--- src/rtl/demux_1to2_stream.sv ---
// Registered 1-to-2 stream demultiplexer: routes each accepted input word
// to branch 0 or branch 1 (per-word sel) through a one-entry output slot
// per branch, and counts words delivered on each branch.
module demux_1to2_stream #(
  parameter int unsigned W     = 2,
  parameter int unsigned CNT_W = 8
) (
  input  logic             clk,
  input  logic             rst,
  input  logic [W-1:0]     A,
  input  logic             sel,
  input  logic             a_valid,
  output logic             a_ready,
  output logic [W-1:0]     Y0,
  output logic             y0_valid,
  input  logic             y0_ready,
  output logic [W-1:0]     Y1,
  output logic             y1_valid,
  input  logic             y1_ready,
  output logic [CNT_W-1:0] cnt0,
  output logic [CNT_W-1:0] cnt1
);

  logic [W-1:0]     y0_q, y0_d, y1_q, y1_d;
  logic             y0_valid_q, y0_valid_d, y1_valid_q, y1_valid_d;
  logic [CNT_W-1:0] cnt0_q, cnt0_d, cnt1_q, cnt1_d;

  logic free0, free1, acc0, acc1, dlv0, dlv1;

  // Slot availability, input handshake and per-branch accept/deliver events
  always_comb begin
    free0   = ~y0_valid_q | y0_ready;
    free1   = ~y1_valid_q | y1_ready;
    // Only the selected slot gates the input; a stalled branch blocks both.
    a_ready = sel ? free1 : free0;
    acc0    = a_valid & a_ready & ~sel;
    acc1    = a_valid & a_ready & sel;
    dlv0    = y0_valid_q & y0_ready;
    dlv1    = y1_valid_q & y1_ready;
  end

  // Next-state for both slots and delivery counters
  always_comb begin
    y0_d       = y0_q;
    y1_d       = y1_q;
    y0_valid_d = y0_valid_q;
    y1_valid_d = y1_valid_q;
    cnt0_d     = cnt0_q + CNT_W'(dlv0);
    cnt1_d     = cnt1_q + CNT_W'(dlv1);
    // A refill in the delivery cycle keeps the slot full with the new word.
    if (acc0) begin
      y0_d       = A;
      y0_valid_d = 1'b1;
    end else if (dlv0) begin
      y0_valid_d = 1'b0;
    end
    if (acc1) begin
      y1_d       = A;
      y1_valid_d = 1'b1;
    end else if (dlv1) begin
      y1_valid_d = 1'b0;
    end
  end

  // State registers; reset discards pending words and clears counters
  always_ff @(posedge clk or posedge rst) begin
    if (rst) begin
      y0_q       <= '0;
      y1_q       <= '0;
      y0_valid_q <= 1'b0;
      y1_valid_q <= 1'b0;
      cnt0_q     <= '0;
      cnt1_q     <= '0;
    end else begin
      y0_q       <= y0_d;
      y1_q       <= y1_d;
      y0_valid_q <= y0_valid_d;
      y1_valid_q <= y1_valid_d;
      cnt0_q     <= cnt0_d;
      cnt1_q     <= cnt1_d;
    end
  end

  // Output drive from the registered state
  always_comb begin
    Y0       = y0_q;
    Y1       = y1_q;
    y0_valid = y0_valid_q;
    y1_valid = y1_valid_q;
    cnt0     = cnt0_q;
    cnt1     = cnt1_q;
  end

endmodule

--- config.mk ---
export PLATFORM = sky130hd
export DESIGN_NAME = demux_1to2_stream
export DESIGN_NICKNAME = d
export VERILOG_FILES = /design/src/rtl/demux_1to2_stream.sv
export SDC_FILE = /design/constraint.sdc
export NUM_CORES = 1
export LEC_CHECK = 0
export BUFFER_PORTS_ARGS = -buffer_cell sky130_fd_sc_hd__buf_2
export CAP_MARGIN = 10
export CORE_MARGIN = 3
export CORE_UTILIZATION = 51
export CTS_CLUSTER_SIZE = 12
export DETAILED_ROUTE_END_ITERATION = 6
export PLACE_DENSITY = 0.81
export RECOVER_POWER = 25
export SKIP_LAST_GASP = 1
export SLEW_MARGIN = 20
export SYNTH_ARGS = -nofsm -noshare
export SYNTH_HDL_FRONTEND = slang
export SYNTH_SLANG_ARGS = --single-unit
--- constraint.sdc ---
create_clock -name clk -period 2.2 [get_ports clk]
set_input_delay 0.11 -clock clk [delete_from_list [all_inputs] [get_ports clk]]
set_output_delay 0.11 -clock clk [all_outputs]
set_load 0.005 [all_outputs]
==> results_tabular.tex <==
\begin{tabular}{lr}
\hline
Metric & Value \\
\hline
\multicolumn{2}{l}{\textbf{Outcome}} \\
Status & finished clean \\
\multicolumn{2}{l}{\textbf{Power and ir drop}} \\
Total power of the final layout & 1.04 mW \\
Power Dens Cells & 947 nW/um2 \\
Leakage dissipation & 0.559 nW \\
Worst supply voltage drop on vdd & 0.611 mV \\
\multicolumn{2}{l}{\textbf{Cells and area}} \\
Number of antenna cells inserted & 0 \\
Number of nets in the layout & 116 \\
Post-route cell area & 1100 um2 \\
Final cell count without fillers & 126 \\
Area overhead of the layout relative to synthesis & 21.9\% \\
Fraction of layout cells with a size suffix above 1 & 33.3\% \\
\multicolumn{2}{l}{\textbf{Synth}} \\
Top cell types by occurrence after synthesis & sky130\_fd\_sc\_hd\_\_dfrtp\_1, sky130\_fd\_sc\_hd\_\_xnor2\_1, sky130\_fd\_sc\_hd\_\_nand3\_1 \\
Area share of the largest cell type after synthesis & 60.9\% \\
Most frequent cell after synthesis & sky130\_fd\_sc\_hd\_\_dfrtp\_1 \\
Cell taking the most area after synthesis & sky130\_fd\_sc\_hd\_\_dfrtp\_1 \\
Biggest area contributors in the synthesized netlist & sky130\_fd\_sc\_hd\_\_dfrtp\_1, sky130\_fd\_sc\_hd\_\_xnor2\_1, sky130\_fd\_sc\_hd\_\_ha\_1 \\
Commonest register cell after synthesis & sky130\_fd\_sc\_hd\_\_dfrtp\_1 \\
Number of synthesized flops with an enable pin & 0 \\
Async set or reset register ratio after synthesis & 100\% \\
Cells after synthesis & 68 \\
Mean cell area of the mapped netlist & 13.3 um2 \\
Number of nets in the synthesized netlist & 80 \\
Portion of the post-synthesis area used by sequential elements & 60.9\% \\
Yosys warns & 0 \\
Flop and latch count out of synthesis & 22 \\
Yosys cell types & 21 \\
Cell area after technology mapping & 905 um2 \\
\multicolumn{2}{l}{\textbf{Floorplan}} \\
Core ar. & 1590 um2 \\
Die Area & 2320 um2 \\
Starting density of the core & 56.8\% \\
Die span in y & 48.1 um \\
Standard-cell row count & 14 \\
Number of placed I/O pins & 31 \\
Chip width & 48.1 um \\
\multicolumn{2}{l}{\textbf{STA}} \\
Minimum clock period & 1.46 ns \\
Final TNS setup & 0 ns \\
Max Clk Rate & 684 MHz \\
Worst-Margin Slew & 0.778 ns \\
Number of pins with negative max-slew slack in the final report & 0 \\
Clk\_skew & 0.000504 ns \\
Worst relative slew slack & 48.0\% \\
Final count of hold timing violations & 0 \\
Period Utilization, post-route & 66.5\% \\
Finish-stage setup viols & 0 \\
Setup repair after global routing missed its margin & no \\
\multicolumn{2}{l}{\textbf{CTS}} \\
Clock insertion delay at the later pin of the skew report & 0.28 ns \\
Clock tree from TritonCTS & yes \\
Longest Clk Path Bufs & 2 \\
Number of buffers inserted during clock tree synthesis & 3 \\
Clock sink count & 22 \\
Number of resized instances in the post-cts repair step & 0 \\
Clock slew at the register clock pins of the worst setup and hold paths & 0.11 ns \\
Max H-tree Level & 1 \\
Clk Tree Root Cell & sky130\_fd\_sc\_hd\_\_clkbuf\_4 \\
\multicolumn{2}{l}{\textbf{Place}} \\
Total placed cells including tap cells & 122 \\
Placer's final routability congestion estimate & 0.758 \\
Placement Cell Area & 1080 um2 \\
Port Buffer Count & 30 \\
\multicolumn{2}{l}{\textbf{Global routing}} \\
Number of antenna violations at the first check in global routing & 0 \\
Largest net degree at the start of global routing & 23 \\
Total routing usage reported by global routing & 14.9\% \\
Wire length of the first global-routing pass & 2350 um \\
Number of global-route vias before repair & 532 \\
Total congestion overflow & 0 \\
\multicolumn{2}{l}{\textbf{Setup path}} \\
Critical-path cell list & and2\_0 -> ha\_1 -> ha\_1 -> and3\_2 -> nand3\_1 -> xnor2\_1 \\
CP peak stage delay & 0.40 ns \\
Cell type group with the largest total delay on the critical path & simple AND/OR/NAND/NOR gates \\
Element type at the critical path end & register \\
Worst-path cell with the longest stage delay & sky130\_fd\_sc\_hd\_\_dfrtp\_1 \\
Max Fanout on Critical Path & 3 \\
Cell with the most instances on the worst path & sky130\_fd\_sc\_hd\_\_ha\_1 \\
Worst path buffer plus inverter count & 0 \\
Arrival time of the worst setup path & 1.68 ns \\
Kind of critical path & register to register \\
Required time of the critical path & 2.42 ns \\
CP Launch Type & register \\
\multicolumn{2}{l}{\textbf{Route}} \\
DRT Wirelength & 1520 um \\
Initial DRC count & 8 \\
Post-DR vias/cell & 4.93 \\
\# DRC & 0 \\
Iteration count of the initial detailed-routing pass & 4 \\
Routed vias & 621 \\
Post-route antenna net violation count & 0 \\
Routed wire length per instance & 12.1 um \\
\multicolumn{2}{l}{\textbf{Run}} \\
Maximum capacitance violations & 0 \\
\multicolumn{2}{l}{\textbf{Hold path}} \\
Hold crit path type & primary input to register \\
\hline
\end{tabular}
==> logic make-up after synthesis <==
family / share of synthesized area, %
buffers and inverters: 0.830
adder cells (fa/ha/maj): 5.53
AO/OA/AOI/OAI: 1.11
XOR/XNOR: 11.6
flip-flops: 60.9
AND/OR/NAND/NOR: 15.1
multiplexers: 4.98
==> final timing paths <==
check                           slack [ns]       to      from  cells past startpoint
worst max-delay path                  0.74  cnt1[6]  y1_valid                      6
worst min-delay path                  0.06    Y0[1]      A[1]                      2
worst max register to register        0.74  cnt1[6]  y1_valid                      6
worst min register to register        0.47  cnt0[7]   cnt0[7]                      1
max in group asynchronous             1.20    Y0[1]       rst                      3
min in group asynchronous             0.51  cnt1[0]       rst                      3
==> layout by cell type, fill, tap and decap left out, drive strengths merged, types with 3 or more instances in the layout <==
master	synthesis	final
buf	0	24
dfrtp	22	22
xnor2	9	9
clkbuf	0	9
nand3	7	7
mux2	4	4
ha	4	4
xor2	3	3
and3	3	3
==> power by group <==
group,leakage [nW],switching (mW),internal (mW),total [mW]
Sequential,0.277,0.107,0.518,0.624
Clock,0.0138,0.103,0.0635,0.166
Combinational,0.268,0.114,0.139,0.253
==> area by class of cell <==
class	instances	area, um2
Timing Repair Buffer	31	153
Tap cell	24	30.0
Clock buffer	3	22.5
Inverter	2	7.51
Multi-Input combinational cell	44	339
Sequential cell	22	551
Fill cell	135	492
==> stage by stage <==
step | hold WS [ns] | util [%] | worst slack (ns)
floorplan | 0.0992 | - | 0.801
global placement | 0.297 | 68.1 | 0.807
detailed placement | 0.294 | 68.1 | 0.751
CTS | 0.0500 | 70.1 | 0.727
global route | 0.0549 | 69.2 | 0.641
finish | 0.0630 | 69.2 | 0.738
==> metal layers <==
| metal | vias up | global-route usage, % | routed length [um] | part of all wire [%] |
|---|---|---|---|---|
| met5 | - | 0 | 0 | 0 |
| met4 | 0 | 6.45 | 12 | 0.79 |
| met3 | 2 | 3.32 | 77 | 5.1 |
| met2 | 20 | 24.0 | 777 | 51 |
| met1 | 296 | 19.3 | 652 | 43 |
| li1 | 303 | - | - | - |
==> timing repair <==
action                                 CTS  global route
hold buffers                             1             0
setup buffers                            0             0
endpoints found under the hold margin   22             0
==> sequential cells by signal, summed over array words and instances, names as in the netlist <==
register and count:
cnt0 8, cnt1 8, Y0 2, Y1 2
y0_valid 1, y1_valid 1
No activity file was read; power rests on OpenSTA's default activity.
